## config.mk

```make
export PLATFORM = sky130hd
export DESIGN_NAME = ppu_bg_line_fetch
export DESIGN_NICKNAME = d
export VERILOG_FILES = /design/src/rtl/ppu_pkg.sv /design/src/rtl/ppu_line_buffer.sv /design/src/rtl/ppu_bg_line_fetch.sv
export SDC_FILE = /design/constraint.sdc
export NUM_CORES = 2
export LEC_CHECK = 0
export CORE_AREA = 2 2 485 487
export CTS_CLUSTER_SIZE = 25
export DETAILED_ROUTE_END_ITERATION = 7
export DIE_AREA = 0 0 487 489
export PLACE_DENSITY = 0.71
export SLEW_MARGIN = 20
export SYNTH_ARGS = -nofsm -noshare
export SYNTH_HDL_FRONTEND = slang
export SYNTH_SLANG_ARGS = --single-unit
```

## constraint.sdc

```tcl
create_clock -name clk -period 11.5 [get_ports clk]
set_input_delay 1.15 -clock clk [delete_from_list [all_inputs] [get_ports clk]]
set_output_delay 1.15 -clock clk [all_outputs]
set_load 0.05 [all_outputs]
```

## src/rtl/ppu_pkg.sv

```systemverilog
// Shared types for the PPU background line fetch engine.
package ppu_pkg;

   localparam int TILE_ROW_BITS = 32;

   typedef enum logic [2:0] {
      ST_IDLE,
      ST_ID_RD,
      ST_ID_WAIT,
      ST_GFX_RD,
      ST_GFX_WAIT,
      ST_DONE
   } fetch_state_t;

   typedef struct packed {
      logic       pal;
      logic [6:0] id;
   } tile_entry_t;

   // A tile-buffer word packs four map entries, lowest column in the low byte.
   function automatic tile_entry_t pick_entry(input logic [TILE_ROW_BITS-1:0] word,
                                              input logic [1:0] sel);
      return tile_entry_t'(word[8*sel +: 8]);
   endfunction

endpackage

```

## src/rtl/ppu_line_buffer.sv

```systemverilog
// Ping-pong scanline store: the fetch engine writes the back bank while the
// compositor reads colour indices from the front bank.
module ppu_line_buffer
   import ppu_pkg::*;
#(
   parameter  int N_FETCH = 41,
   parameter  int TILE_W  = 16,
   parameter  int BPP     = 2,
   localparam int SW      = $clog2(N_FETCH),
   localparam int FW      = $clog2(TILE_W)
) (
   input  logic                     clk,
   input  logic                     reset_n,
   input  logic                     wr_en,
   input  logic                     wr_bank,
   input  logic [SW-1:0]            wr_slot,
   input  logic [TILE_ROW_BITS:0]   wr_data,
   input  logic                     fx_en,
   input  logic                     fx_bank,
   input  logic [FW-1:0]            fx_data,
   input  logic                     front,
   input  logic [10:0]              pix_x,
   output logic [BPP-1:0]           pix_idx,
   output logic                     pix_pal
);

   logic [N_FETCH-1:0][TILE_ROW_BITS:0] mem [2];
   logic [FW-1:0]                       fine_x [2];
   logic [TILE_ROW_BITS:0]              rd_word;
   logic [31:0]                         p, slot, sub;

   always_ff @(posedge clk or negedge reset_n) begin
      if (!reset_n) begin
         mem[0]    <= '0;
         mem[1]    <= '0;
         fine_x[0] <= '0;
         fine_x[1] <= '0;
      end else begin
         if (wr_en) mem[wr_bank][wr_slot] <= wr_data;
         if (fx_en) fine_x[fx_bank] <= fx_data;
      end
   end

   // Pixels past the last fetched slot read as transparent.
   always_comb begin
      p       = 32'(pix_x) + 32'(fine_x[front]);
      slot    = p / TILE_W;
      sub     = p % TILE_W;
      rd_word = '0;
      if (slot < N_FETCH) rd_word = mem[front][SW'(slot)];
   end

   always_ff @(posedge clk or negedge reset_n) begin
      if (!reset_n) begin
         pix_idx <= '0;
         pix_pal <= 1'b0;
      end else begin
         pix_idx <= rd_word[sub*BPP +: BPP];
         pix_pal <= rd_word[TILE_ROW_BITS];
      end
   end

endmodule

```

## src/rtl/ppu_bg_line_fetch.sv

```systemverilog
// Background scanline fetch: walks the tile map for one line, pulls one graphics
// row per tile into the back line buffer, and serves pixels from the front buffer.
module ppu_bg_line_fetch
   import ppu_pkg::*;
#(
   parameter int TILES_PER_LINE = 40,
   parameter int TILE_W         = 16,
   parameter int TILE_H         = 16,
   parameter int BPP            = 2,
   parameter int MAP_W          = 64,
   parameter int MAP_H          = 32,
   parameter int RD_LAT         = 1,
   parameter int TB_AW          = 9,
   parameter int TG_AW          = 11
) (
   input  logic                      clk,
   input  logic                      reset_n,
   input  logic                      start,
   input  logic [9:0]                line_y,
   input  logic [9:0]                scroll_x,
   input  logic [9:0]                scroll_y,
   input  logic                      swap,
   output logic                      busy,
   output logic                      done,
   output logic                      overrun,
   output logic                      tb_rd,
   output logic [TB_AW-1:0]          tb_addr,
   input  logic [TILE_ROW_BITS-1:0]  tb_rdata,
   output logic                      tg_rd,
   output logic [TG_AW-1:0]          tg_addr,
   input  logic [TILE_ROW_BITS-1:0]  tg_rdata,
   input  logic [10:0]               pix_x,
   output logic [BPP-1:0]            pix_idx,
   output logic                      pix_pal
);

   localparam int N_FETCH = TILES_PER_LINE + 1;
   localparam int KW      = $clog2(N_FETCH);
   localparam int CW      = $clog2(MAP_W);
   localparam int RW      = $clog2(MAP_H);
   localparam int YW      = $clog2(TILE_H);
   localparam int FW      = $clog2(TILE_W);
   localparam int LW      = (RD_LAT > 1) ? $clog2(RD_LAT) : 1;

   fetch_state_t  state, state_n;
   logic [LW-1:0] lat_cnt;
   logic [KW-1:0] k;
   logic [CW-1:0] col_q, col_s, col_nx;
   logic [RW-1:0] row_q, row_s;
   logic [YW-1:0] fy_q, fy_s;
   logic [FW-1:0] fine_s;
   logic [31:0]   vy;
   logic          bank_q, bank_s, pal_q, front;
   logic          accept, swap_ok, lat_last, last_tile, wr_en;
   tile_entry_t   entry;

   // Scroll arithmetic on the start inputs; both map axes wrap.
   always_comb begin
      vy     = (32'(line_y) + 32'(scroll_y)) % (MAP_H * TILE_H);
      row_s  = RW'(vy / TILE_H);
      fy_s   = YW'(vy % TILE_H);
      col_s  = CW'((32'(scroll_x) / TILE_W) % MAP_W);
      fine_s = FW'(32'(scroll_x) % TILE_W);
      col_nx = (col_q == CW'(MAP_W - 1)) ? '0 : col_q + CW'(1);
   end

   assign busy      = state inside {ST_ID_RD, ST_ID_WAIT, ST_GFX_RD, ST_GFX_WAIT};
   assign done      = (state == ST_DONE);
   assign tb_rd     = (state == ST_ID_RD);
   assign tg_rd     = (state == ST_GFX_RD);
   assign accept    = (state == ST_IDLE) && start;
   assign swap_ok   = swap && !busy;
   // A same-cycle swap is applied first, so the fetch targets the post-swap back bank.
   assign bank_s    = swap_ok ? front : ~front;
   assign lat_last  = (lat_cnt == LW'(RD_LAT - 1));
   assign last_tile = (k == KW'(N_FETCH - 1));
   assign entry     = pick_entry(tb_rdata, col_q[1:0]);
   assign wr_en     = (state == ST_GFX_WAIT) && lat_last;

   always_ff @(posedge clk or negedge reset_n) begin
      if (!reset_n) state <= ST_IDLE;
      else          state <= state_n;
   end

   always_comb begin
      state_n = state;
      case (state)
         ST_IDLE:     if (start) state_n = ST_ID_RD;
         ST_ID_RD:    state_n = ST_ID_WAIT;
         ST_ID_WAIT:  if (lat_last) state_n = ST_GFX_RD;
         ST_GFX_RD:   state_n = ST_GFX_WAIT;
         ST_GFX_WAIT: if (lat_last) state_n = last_tile ? ST_DONE : ST_ID_RD;
         ST_DONE:     state_n = ST_IDLE;
         default:     state_n = ST_IDLE;
      endcase
   end

   // Reset deassertion is expected to arrive already synchronised to clk.
   always_ff @(posedge clk or negedge reset_n) begin
      if (!reset_n) begin
         lat_cnt <= '0;
         k       <= '0;
         col_q   <= '0;
         row_q   <= '0;
         fy_q    <= '0;
         bank_q  <= 1'b0;
         pal_q   <= 1'b0;
         front   <= 1'b0;
         overrun <= 1'b0;
         tb_addr <= '0;
         tg_addr <= '0;
      end else begin
         if (swap_ok)       front   <= ~front;
         if (swap && busy)  overrun <= 1'b1;
         case (state)
            ST_IDLE: if (start) begin
               row_q   <= row_s;
               fy_q    <= fy_s;
               col_q   <= col_s;
               k       <= '0;
               bank_q  <= bank_s;
               tb_addr <= TB_AW'(32'(row_s) * (MAP_W / 4) + 32'(col_s) / 4);
            end
            ST_ID_RD, ST_GFX_RD: lat_cnt <= '0;
            ST_ID_WAIT: begin
               lat_cnt <= lat_cnt + LW'(1);
               if (lat_last) begin
                  pal_q   <= entry.pal;
                  tg_addr <= TG_AW'(32'(entry.id) * TILE_H + 32'(fy_q));
               end
            end
            ST_GFX_WAIT: begin
               lat_cnt <= lat_cnt + LW'(1);
               if (lat_last && !last_tile) begin
                  k       <= k + KW'(1);
                  col_q   <= col_nx;
                  tb_addr <= TB_AW'(32'(row_q) * (MAP_W / 4) + 32'(col_nx) / 4);
               end
            end
            default: ;
         endcase
      end
   end

   ppu_line_buffer #(
      .N_FETCH (N_FETCH),
      .TILE_W  (TILE_W),
      .BPP     (BPP)
   ) u_line_buffer (
      .clk     (clk),
      .reset_n (reset_n),
      .wr_en   (wr_en),
      .wr_bank (bank_q),
      .wr_slot (k),
      .wr_data ({pal_q, tg_rdata}),
      .fx_en   (accept),
      .fx_bank (bank_s),
      .fx_data (fine_s),
      .front   (front),
      .pix_x   (pix_x),
      .pix_idx (pix_idx),
      .pix_pal (pix_pal)
   );

endmodule

```

Yosys cells after proc, flatten, opt, wreduce, memory -nomap -nowiden:

Index checks and enable logic that the tools add are counted.
Widths: inputs -> output; s select.

* register bits after elaboration: 2766
* output and inout port bits: 28

* add/subtract/negate cells: 8
* magnitude comparators: 9
* equality and inequality tests: 11
* shift operators: 2
* multiplexer cells: 34
* bitwise logic cells: 5
* reduce and logical (&&, ||, !) cells: 20

Operators with widths (count)
* $mux 1353: 4
* $bwmux 2706: 1
* $demux 1353 s1: 1
* $bmux 33 s6: 1
* $demux 33 s6: 1
* $mux 33: 3
* $shiftx 33x6->2: 1
* $shiftx 32x6->8: 1
* $mux 6: 5
* $lt 28x6->1 const B: 1
* $pmux 6 s2: 2
* $add 9x4->9: 2
* $mux 9: 2
* $pmux 9 s2: 1
* $mux 4: 4
* $pmux 3 s5: 1
* $lt 6x7->1 const B: 2
* $add 11x4->12: 1
* $add 6x1->6 const B: 2
* $eq 6x6->1 const B: 2
* $mux 3: 4
* $add 11x4->11: 1
* $add 9x9->9: 1
* $bwmux 8: 1
* 22 further kinds: 44

Longest topological paths before layout:

* depth in word-level cells: 11
* depth in mapped cells: 27
* depth with buffers taken out: 15

Hierarchy:

From an unflattened synthesis, not the netlist that was laid out.

* cells, all modules: 10320
* area, all modules: 128761.0 µm²

Modules (own cells, without submodules)
* ppu_line_buffer: times used 1, cells each 10060, area each 126054.6 µm², sequential area each 67990.2 µm²
* ppu_bg_line_fetch: times used 1, cells each 260, area each 2706.3 µm², sequential area each 1126.1 µm²

Least setup slack after synthesis:

No wires, ideal clock.

* path type: register to register
* start point: reg front
* end point: reg u_line_buffer.pix_idx[0]
* setup time: 126 ps
* arrival time: 5996 ps
* data required time: 11374 ps
* slack: 5378 ps
* stages on the path, launching flop included: 22
* buffers on the path: 9
* cell sequence: dfrtp_1 > buf_2 > buf_2 > buf_1 > clkbuf_1 > clkbuf_1 > buf_2 > mux2_2 > ha_1 > inv_1 > fa_1 > nand2b_2 > o2bb2ai_4 > xnor2_4 > buf_6 > buf_4 > buf_2 > mux4_2 > mux4_2 > o21ai_0 > o211ai_1 > o311a_1

* word-level cells in the longest chain between the ends: 9

Ends and longest elaborated chain
* start: declaration: line ppu_bg_line_fetch.sv:53 `logic bank_q, bank_s, pal_q, front;`
* start signal: assignment: line ppu_bg_line_fetch.sv:113 `if (swap_ok) front <= ~front;`
* $not 1->2 (implied by the code) (*): line ppu_line_buffer.sv:46, ppu_line_buffer.sv:50
* branches (longest 7 deep; another with $lt 28x6->1)
* $shiftx 33x6->2 (*): line ppu_line_buffer.sv:58 `pix_idx <= rd_word[sub*BPP +: BPP];`
* end signal: assignment: line ppu_line_buffer.sv:58
* end: declaration: line ppu_line_buffer.sv:23 `output logic [BPP-1:0] pix_idx,`

Mark *: on every way between the ends. The select of a mux whose other input is x is not followed.
A chain may end at the register's enable or synchronous reset.

Final worst setup path:

* start point: reg front
* end point: reg u_line_buffer.pix_idx[1]

Same word-level chain as after synthesis.

==> impl_results.md <==
- Status: finished clean
- Routability-driven placement congestion ratio: 0.904
- Final WL: just over 400,000 um
- Synth cell types: 82
- Int Pwr: 0.0191 W
- CTS tree: yes
- Synth top area cells: dfrtp_1 54%, mux2_2 24%, mux4_2 5.4%
- CP most frequent cell: buf_4
- Share of layout cells above drive strength 1: 0.404
- Synthesized flop and latch total: 2,762
- Clk pwr share: 0.315
- Setup repair after global routing missed its margin: false
- Total number of vias: between 80,000 and 90,000
- First-pass DRT Iterations: 6
- Syn_area_per_cell: roughly 13 um2
- Filler cell count: approximately 18,000
- Starting DRT DRC Count: 11,161
- Initial antenna violation count: 30
- TNS Setup: 0 ns
- Worst EP arrival: 8.69 ns
- Area grow syn2layout: 10.9%
- # rows: 178
- Vias in the first global route: 88,039
- Net Sw Power: 0.0115 W
- Final setup violation count: 0
- Delay-heaviest family, CP: compound AO/OA/AOI/OAI gates
- CP cell instances: buf_4, mux2_2, ha_4, inv_1, fa_2, nand2b_2, a21oi_4, buf_4, a22oi_2, buf_12, buf_4, mux4_2, o22ai_1, nor4bb_2, o311ai_0, nor4_1, buf_4, a31oi_1, and3_1
- Die outline height: 489 um
- Critical path class: reg -> reg
- Reg area: roughly 69,000 um2
- Fin crit period: 7.82 ns
- H-tree levels: 5
- Reg clk slew, reported paths: 0.06 ns
- Ports: 137
- Fmax: approximately 130 MHz
- Slew margin rel.: 0.144
- Crit start category: flop
- Die W: 487 um
- DRC: 0
- Clk Latency, worst-skew pair: 0.95 ns
- Area of placed instances: about 130,000 um2
- Sequential cell fraction of total power: 0.346
- Total CTS buffers: 298
- Post-layout nets: around 9,600
- Leak: ~64 nW
- Crit Path Max Fanout: 87
- Core ar.: around 230,000 um2
- Hold crit path type: in -> async
- Die Area: 238,000 um2
- Synth Net Count: 9,867
- Max-slew violations: 0
- CTS sink cnt: 2,762
- Crit. End Element: flop
- Port bufs: roughly 130
- Sequential area share after synthesis: 0.541
- Critical R2R Capture: u_line_buffer.pix_idx[1]
- Buf/Inv on CP: 6
- Number of synthesized flops with an enable pin: 0
- Final hold vios: 0
- Tightest Pin Transition: 1.27 ns
- Predominant post-synthesis flop cell: dfrtp_1
- Share of the synthesized area in the top cell type: 0.541
- Multi-input gate area: roughly 55,000 um2
- # hold bufs at CTS: 0
- Logic pwr share: 0.340
- Antenna viol nets, final: 0
- Dpl hpwl: 227,000 um
- CP Depth: 19
- First-pass GRT wire length: 602,000 um
- Root Driver: clkbuf_16
- Power Density: 216 nW/um2
- Mapped Area: 128,000 um2
- Initial Util: 0.547
- Final core occ: 0.606
- # resized after CTS: 0
- Yosys warning count: 0
- Clock Path Buffers: 4
- Worst Skew: between 0.04 and 0.05 ns
- Post-synth ARST share: 1.00
- Worst path max stage delay: roughly 0.85 ns
- R2R depth: 19
- Drt wl/cell: 32.3 um
- Critical Path RT: about 12 ns
- Cells after synthesis: roughly 10,000
- Vias per cell: 6.78
- Setup bufs post-CTS: 0
- Final Cycle Share: 0.680
- Tot GR Track Use: 0.346
- Critical-path top delay cell: o311ai_0
- R2r startpoint: front
- Gr ovfl total: 0
- Dominant cell type by area after synthesis: dfrtp_1
- IR drop worst, VDD: 0.279 mV
- Switching part of the total power: 0.376
- Reg2reg setup slack: about 3.7 ns
- Fin area: 142,000 um2
- Largest net degree at the start of global routing: between 150 and 200
- Max Cap Viol: 0
stage by stage:
step | setup WS (ns) | hold WS (ns) | total power (W) | instances
6_report | 3.68 | 0.234 | 0.0306 | 12769
5_1_grt | 3.54 | 0.290 | 0.0313 | 12764
4_1_cts | 3.73 | 0.238 | 0.0303 | 12760
3_5_place_dp | 3.53 | 0.452 | 0.0208 | 12254
3_3_place_gp | 3.63 | 0.437 | 0.0206 | 12254
2_1_floorplan | 5.38 | 0.440 | 0.0165 | 9741
sequential cells by signal (all words and copies together) (netlist names), 2 cells and up:
register               flops
col_q                      2
fy_q                       4
k                          6
row_q                      5
state                      3
tb_addr                    9
tg_addr                   11
u_line_buffer.fine_x       8
u_line_buffer.mem       2706
u_line_buffer.pix_idx      2
how the worst max path moves through the flow:
| stage | from | end | slack (ns) |
|---|---|---|---|
| after global routing | front | u_line_buffer.pix_idx[1] | 3.54 |
| after floorplan | front | u_line_buffer.pix_idx[0] | 5.38 |
| final | front | u_line_buffer.pix_idx[1] | 3.68 |
| after global placement | pix_x[4] | u_line_buffer.pix_idx[1] | 3.63 |
| after detailed placement | pix_x[4] | u_line_buffer.pix_idx[1] | 3.53 |
| after CTS | front | u_line_buffer.pix_idx[1] | 3.73 |
final cells by class:
type,count,area share
Antenna cell,8,0.000141
Clock buffer,441,0.0622
Clock inverter,65,0.00595
Inverter,40,0.00110
Multi-Input combinational cell,5993,0.390
Sequential cell,2762,0.488
Tap cell,3060,0.0270
Timing Repair Buffer,400,0.0253
cells in the mapped netlist, types with 13 or more instances:
master / n
dfrtp_1: 2762
mux2_2: 2730
nand2_1: 1171
clkbuf_1: 624
nand3_1: 314
mux4_2: 304
mux2i_1: 275
buf_2: 156
a31oi_1: 147
nor2_1: 128
buf_1: 118
o21ai_0: 100
a32oi_1: 77
a211oi_1: 74
and3_1: 74
a21oi_1: 73
a221oi_1: 59
nand4_1: 55
o2111ai_1: 43
buf_4: 38
inv_1: 37
o22ai_1: 29
nor3_1: 27
a22oi_1: 25
a311oi_1: 22
o211ai_1: 20
a211o_1: 15
ha_1: 15
xnor2_1: 13
layer usage:
layer	vias up	track usage	part of all wire
met1	45905	0.459	0.39
met3	1260	0.0781	0.10
met4	18	0.193	0.065
li1	34697	-	-
met2	4738	0.529	0.45
met5	-	0	0.00032
cell usage in the layout, fill, tap and decap left out, drive strengths merged, types with 74 or more instances in the layout:
| master | n |
|---|---|
| a32oi | 77 |
| clkbuf | 441 |
| dfrtp | 2762 |
| mux2i | 275 |
| o21ai | 101 |
| a31oi | 147 |
| nor2 | 131 |
| mux2 | 2730 |
| a211oi | 74 |
| nand3 | 314 |
| nand2 | 1171 |
| clkdlybuf4s50 | 101 |
| buf | 299 |
| mux4 | 304 |
| and3 | 74 |
| a21oi | 74 |
cell families (layout without fill, tap and decap cells):
kind of cell	count (synthesis)	after routing	share of synthesized area
AO/OA/AOI/OAI	809	809	0.0460
XOR/XNOR	26	26	0.00193
adder cells (fa/ha/maj)	17	17	0.00178
buffers and inverters	986	946	0.0322
flip-flops	2762	2762	0.541
multiplexers	3309	3309	0.316
other	0	8	0
AND/OR/NAND/NOR	1832	1832	0.0613
power by group through the flow:
stage	clock network (W)	registers, W	logic [W]
2_1_floorplan	0	0.0107	0.00580
3_3_place_gp	0	0.0107	0.00996
3_5_place_dp	0	0.0107	0.0101
4_1_cts	0.00970	0.0106	0.0101
5_1_grt	0.0101	0.0106	0.0106
6_report	0.00962	0.0106	0.0104
Note: power is estimated with default switching activity, not from simulation.
